[src/rtl/pipeline_ctrl.sv]
// Pipeline control for a five-stage in-order core.
// Tracks what occupies EX, MEM and WB, and from that decides stage enables,
// flushes and bubbles, and the ALU operand forwarding selects. It also holds
// the whole pipeline while a data memory access is outstanding.
module pipeline_ctrl (
  input  logic        clk,
  input  logic        reset,
  input  logic        id_valid,
  input  logic [4:0]  id_Rn,
  input  logic [4:0]  id_Rm,
  input  logic [4:0]  id_Rd,
  input  logic        id_usesRn,
  input  logic        id_usesRm,
  input  logic        id_RegWrite,
  input  logic        id_MemRead,
  input  logic        id_MemWrite,
  input  logic        br_taken,
  input  logic        mem_ready,
  output logic        pc_en,
  output logic        ifid_en,
  output logic        ifid_flush,
  output logic        idex_en,
  output logic        idex_bubble,
  output logic        exmem_en,
  output logic        memwb_en,
  output logic [1:0]  fwdA,
  output logic [1:0]  fwdB,
  output logic        busy,
  output logic [15:0] stall_cnt
);

  // X31 reads as zero and is never a real producer or consumer of a value.
  localparam logic [4:0] XZR = 5'd31;

  // Forwarding select encodings for the ALU operand muxes.
  localparam logic [1:0] FWD_REG   = 2'b00;
  localparam logic [1:0] FWD_EXMEM = 2'b10;
  localparam logic [1:0] FWD_MEMWB = 2'b01;

  typedef enum logic {
    ST_RUN,
    ST_WAIT
  } state_t;

  // Everything the controller needs to know about an instruction in a stage.
  typedef struct packed {
    logic       valid;
    logic [4:0] rd;
    logic [4:0] rn;
    logic [4:0] rm;
    logic       uses_rn;
    logic       uses_rm;
    logic       reg_write;
    logic       mem_read;
    logic       mem_write;
  } slot_t;

  state_t state;
  state_t state_next;

  slot_t ex_slot;
  slot_t mem_slot;
  slot_t wb_slot;
  slot_t id_slot;

  logic mem_access;
  logic freeze;
  logic load_use;
  logic squash_ex;
  logic count_stall;

  // WB only needs valid/rd/reg_write for forwarding; the rest is kept so the
  // slot stays a complete record of the instruction, and is collected here.
  logic unused_wb_fields;

  // Choose the youngest valid producer of a source register. A load in MEM
  // has no data yet (that case is a load-use stall), but its loaded value is
  // on Dw once it reaches WB, so the WB test does not exclude loads.
  function automatic logic [1:0] fwd_select(
    input logic [4:0] src,
    input logic       uses,
    input slot_t      ex_s,
    input slot_t      mem_s,
    input slot_t      wb_s
  );
    logic [1:0] sel;
    sel = FWD_REG;
    if (ex_s.valid && uses) begin
      if (mem_s.valid && mem_s.reg_write && !mem_s.mem_read &&
          (mem_s.rd != XZR) && (mem_s.rd == src)) begin
        sel = FWD_EXMEM;
      end else if (wb_s.valid && wb_s.reg_write &&
                   (wb_s.rd != XZR) && (wb_s.rd == src)) begin
        sel = FWD_MEMWB;
      end
    end
    return sel;
  endfunction

  // Package the ID-stage instruction in slot form so it can drop into EX.
  always_comb begin
    id_slot           = '0;
    id_slot.valid     = id_valid;
    id_slot.rd        = id_Rd;
    id_slot.rn        = id_Rn;
    id_slot.rm        = id_Rm;
    id_slot.uses_rn   = id_usesRn;
    id_slot.uses_rm   = id_usesRm;
    id_slot.reg_write = id_RegWrite;
    id_slot.mem_read  = id_MemRead;
    id_slot.mem_write = id_MemWrite;
  end

  // Hazard detection: memory stall and load-use dependency on the EX load.
  always_comb begin
    mem_access = mem_slot.valid && (mem_slot.mem_read || mem_slot.mem_write);
    freeze     = (state == ST_WAIT) || (mem_access && !mem_ready);
    load_use   = id_valid && ex_slot.valid && ex_slot.mem_read && (ex_slot.rd != XZR) &&
                 ((id_usesRn && (id_Rn == ex_slot.rd)) ||
                  (id_usesRm && (id_Rm == ex_slot.rd)));
    squash_ex   = br_taken || load_use;
    count_stall = freeze || (load_use && !br_taken);
  end

  // State register for the memory-wait FSM.
  always_ff @(posedge clk) begin
    if (!reset) begin
      state <= ST_RUN;
    end else begin
      state <= state_next;
    end
  end

  // Next state and stage controls; freeze beats a taken branch, which beats load-use.
  always_comb begin
    state_next  = state;
    pc_en       = 1'b1;
    ifid_en     = 1'b1;
    ifid_flush  = 1'b0;
    idex_en     = 1'b1;
    idex_bubble = 1'b0;
    exmem_en    = 1'b1;
    memwb_en    = 1'b1;

    case (state)
      ST_RUN: begin
        if (mem_access && !mem_ready) begin
          state_next = ST_WAIT;
        end
      end
      ST_WAIT: begin
        if (mem_ready) begin
          state_next = ST_RUN;
        end
      end
      default: state_next = ST_RUN;
    endcase

    if (reset) begin
      if (freeze) begin
        pc_en    = 1'b0;
        ifid_en  = 1'b0;
        idex_en  = 1'b0;
        exmem_en = 1'b0;
        memwb_en = 1'b0;
      end else if (br_taken) begin
        ifid_flush  = 1'b1;
        idex_bubble = 1'b1;
      end else if (load_use) begin
        pc_en       = 1'b0;
        ifid_en     = 1'b0;
        idex_bubble = 1'b1;
      end
    end
  end

  // Advance the tracking slots unless frozen; a squashed ID turns into a bubble in EX.
  always_ff @(posedge clk) begin
    if (!reset) begin
      ex_slot  <= '0;
      mem_slot <= '0;
      wb_slot  <= '0;
    end else if (!freeze) begin
      wb_slot  <= mem_slot;
      mem_slot <= ex_slot;
      ex_slot  <= squash_ex ? '0 : id_slot;
    end
  end

  // Saturating count of cycles lost to memory freezes and load-use stalls.
  always_ff @(posedge clk) begin
    if (!reset) begin
      stall_cnt <= 16'd0;
    end else if (count_stall && (stall_cnt != 16'hFFFF)) begin
      stall_cnt <= stall_cnt + 16'd1;
    end
  end

  // Operand forwarding selects, forced to the register file while in reset.
  always_comb begin
    fwdA = FWD_REG;
    fwdB = FWD_REG;
    if (reset) begin
      fwdA = fwd_select(ex_slot.rn, ex_slot.uses_rn, ex_slot, mem_slot, wb_slot);
      fwdB = fwd_select(ex_slot.rm, ex_slot.uses_rm, ex_slot, mem_slot, wb_slot);
    end
  end

  assign busy = (state == ST_WAIT);

  assign unused_wb_fields = ^{wb_slot.rn, wb_slot.rm, wb_slot.uses_rn, wb_slot.uses_rm,
                              wb_slot.mem_read, wb_slot.mem_write};

endmodule

[config.mk]
export PLATFORM = sky130hd
export DESIGN_NAME = pipeline_ctrl
export DESIGN_NICKNAME = d
export VERILOG_FILES = /design/src/rtl/pipeline_ctrl.sv
export SDC_FILE = /design/constraint.sdc
export NUM_CORES = 1
export LEC_CHECK = 0
export ABC_AREA = 1
export ABC_CLOCK_PERIOD_IN_PS = 3600
export CAP_MARGIN = 20
export CELL_PAD_IN_SITES_DETAIL_PLACEMENT = 0
export CELL_PAD_IN_SITES_GLOBAL_PLACEMENT = 1
export CORE_MARGIN = 5
export CORE_UTILIZATION = 40
export DETAILED_ROUTE_END_ITERATION = 7
export PLACE_DENSITY = 0.88
export SLEW_MARGIN = 20
export SYNTH_ARGS = -nofsm -noshare
export SYNTH_HDL_FRONTEND = slang
export SYNTH_SLANG_ARGS = --single-unit
[constraint.sdc]
create_clock -name clk -period 3.6 [get_ports clk]
set_input_delay 0.9 -clock clk [delete_from_list [all_inputs] [get_ports clk]]
set_output_delay 0.9 -clock clk [all_outputs]
set_load 0.1 [all_outputs]
==> results_dict.tcl <==
set metrics [dict create \
    p_leak_nw 1.55 \
    p_sw_share_pct 22.6 \
    cts_buffers 5 \
    nets 470 \
    relSlewSlack_pct 35.7 \
    status "finished, final reports clean" \
    critPathCapture "fwdA[0]" \
    drt-vias-per-instance 4.84 \
    hold_violations 0 \
    layout-drive-gt1-share_pct 13.9 \
    yosysWarnings 0 \
    hold_buffers 0 \
    max-cap-violations 0 \
    die_area_um2 8680 \
    period_share_pct 92.0 \
    dpl.hpwl_mm 5.18 \
    reg2regPathDepth 6 \
    intPower_uw 964 \
    port_buffers 52 \
    crit_path_start "reset" \
    setup_violations 0 \
    hp-class "flip-flop to flip-flop" \
    diodes 0 \
    ioPinCount 53 \
    grt.total_usage_pct 15.9 \
    cp.required_ns 2.70 \
    rr_endpoint "ex_slot[8]" \
    cts_root_buf "clkbuf_8" \
    coreArea_um2 6760 \
    powerDensity_nw_per_um2 350 \
    clock_sink_count 54 \
    setup_slack_ns 0.289 \
    r2r_slack_ns 1.45 \
    first_pass_iters 4 \
    r2r-start "ex_slot[17]" \
    vdd_drop_max_mv 0.183 \
    final_area_um2 3560 \
    antenna_found_initial 0 \
    clock_skew_ns 0.00496 \
    instances_no_fill 525 \
    clkTransAtPathRegs_ns 0.09 \
    drt_iter0_markers 154 \
    synth_edf_count 0 \
    cts_tree "built" \
    rows 30 \
    min_path_cells 2 \
    post-route-drc-count 0 \
    gp_congestion 0.820 \
    ctsLongestPathBuffers 2 \
    area_growth_pct 28.8 \
    syn_avg_cell_area_um2 7.02 \
    synth_area_um2 2770 \
    post_dp_cell_area_um2 3420 \
    grt_max_degree 27 \
    netlist-cell-type-count 31 \
    synth_cells 394 \
    endpoint_kind "output pin" \
    pwr-share-seq_pct 50.3 \
    start_util_pct 41.0 \
    die_h_um 93.2 \
    wl_per_cell_um 12.8 \
    power.switching_uw 282 \
    fin_crit_ns 3.31 \
    crit_fanout 4 \
    worst_pin_slew_ns 0.962 \
    seq_area_frac_synth_pct 39.1 \
    grt-ovfl-total 0 \
    rsz0062_at_grt "no" \
    dp_cells 517 \
    syn_nets 420 \
    routed_wl_mm 6.70 \
    grt_pass1_vias 2323 \
    ctsResizeCount 0 \
    place_ws_ns 0.264 \
    via_count 2539 \
    async_flop_share_pct 0 \
    grt_pass1_wl_mm 11.2 \
    cp-start-kind "primary input" \
    setup_tns_ns 0 \
    clock_latency_ns 0.31 \
    cts_setup_buffers 0 \
    power_mw 1.25 \
    htreeDepth 2 \
    slew_viol_final 0 \
    pwr-share-comb_pct 9.8 \
    crit_type "primary input to output pin" \
    critPathArrivalTime_ns 2.41 \
    pwr-share-clk_pct 40.0 \
    max_freq_ghz 0.302 \
    ys_seq_elements 54 \
    synthFlopType "dfxtp_1" \
    die_w_um 93.2 \
    antenna_left 0 \
]
## layout by cell type (no fill, tap or decap)
cell             netlist  final
a21oi_2                0      2
clkbuf_8               0      6
ha_1                   1      1
bufinv_16              0      2
o21ai_0               15     15
nand4_1                6      6
nor2_2                 1      2
nand2_2                2      2
nor2_4                 1      1
nor2_1                44     43
inv_1                 58     58
nand3_1               35     35
dfxtp_1               54     54
nand2_1               74     74
clkinv_4               1      1
o2111ai_1              1      1
nor3_1                 7      7
o21ai_2                1      1
nand3_2                2      2
nand3b_1               1      1
a21oi_1               14     12
xor2_1                12     12
xnor2_1               11     11
buf_12                 0     11
a211oi_1               1      1
inv_2                  7      7
buf_4                  4     22
o21ai_1                2      2
o22ai_1               22     22
nor4_1                 3      3
nand3b_4               1      1
clkdlybuf4s50_1        0     25
nand2_4                2      2
## power groups by stage
stage	Sequential, mW	Combinational [mW]	Clock [mW]
3_3_place_gp	0.640	0.122	0
4_1_cts	0.626	0.123	0.510
5_1_grt	0.629	0.135	0.535
6_report	0.626	0.122	0.498
3_5_place_dp	0.640	0.122	0
2_1_floorplan	0.640	0.0704	0
## how the worst min path moves through the flow
stage | endpoint | startpoint | slack, ns
2_1_floorplan | mem_slot[2] | ex_slot[2] | 0.45
3_3_place_gp | mem_slot[0] | ex_slot[0] | 0.47
4_1_cts | mem_slot[0] | ex_slot[0] | 0.49
5_1_grt | ex_slot[3] | ex_slot[3] | 0.52
6_report | mem_slot[0] | ex_slot[0] | 0.49
3_5_place_dp | mem_slot[0] | ex_slot[0] | 0.47
## synthesized netlist by cell type, types with 4 or more instances
cell type / instances / share of area [%]
nand3_1: 35 / 6.3
xor2_1: 12 / 3.8
inv_2: 7 / 0.95
nor2_1: 44 / 6.0
dfxtp_1: 54 / 39
clkbuf_1: 4 / 0.54
buf_4: 4 / 1.1
nand4_1: 6 / 1.4
a21oi_1: 14 / 2.5
o22ai_1: 22 / 5.0
inv_1: 58 / 7.9
nor3_1: 7 / 1.3
xnor2_1: 11 / 3.5
nand2_1: 74 / 10
buf_2: 5 / 0.90
o21ai_0: 15 / 2.7
## layer usage
| metal | track usage (%) | vias up | routed length (um) |
|---|---|---|---|
| li1 | - | 1363 | - |
| met1 | 21.3 | 1122 | 3240 |
| met2 | 26.3 | 49 | 3090 |
| met3 | 3.70 | 5 | 309 |
| met4 | 3.30 | 0 | 63 |
| met5 | 0 | - | 0 |
## logic make-up (layout without fill, tap and decap cells)
| kind of cell | Yosys count | count (layout) | synth area share, % |
|---|---|---|---|
| AO/OA/AOI/OAI | 56 | 56 | 11.5 |
| XOR/XNOR | 23 | 23 | 7.28 |
| adder cells (fa/ha/maj) | 1 | 1 | 0.452 |
| buffers and inverters | 81 | 132 | 12.5 |
| flip-flops | 54 | 54 | 39.1 |
| AND/OR/NAND/NOR | 179 | 179 | 29.3 |
## stage by stage
step,hold WS (ns),util [%]
floorplan,0.449,-
global route,0.522,52.7
CTS,0.489,52.7
finish,0.488,52.7
global placement,0.469,50.6
detailed placement,0.474,50.6
## area by class of cell
cell class / instances / area [um^2]
multi-input cells: 259 / 1350
fillers: 667 / 3190
flip-flops and latches: 54 / 1080
clock inverters: 2 / 60.1
well taps: 80 / 100
repair buffers: 58 / 636
clock buffers: 6 / 82.6
inverters: 66 / 253
## worst max-delay path, cell delays in order
cell	delay, ns
clkdlybuf4s50_1	0.55
nand3_1	0.15
nor4_1	0.29
nand4_1	0.13
a21oi_2	0.19
buf_12	0.20
## registers in the layout, indices dropped and copies added (netlist names)
signal / flops
ex_slot: 21
mem_slot: 9
busy: 1
wb_slot: 7
stall_cnt: 16
No activity file was read; power rests on OpenSTA's default activity.
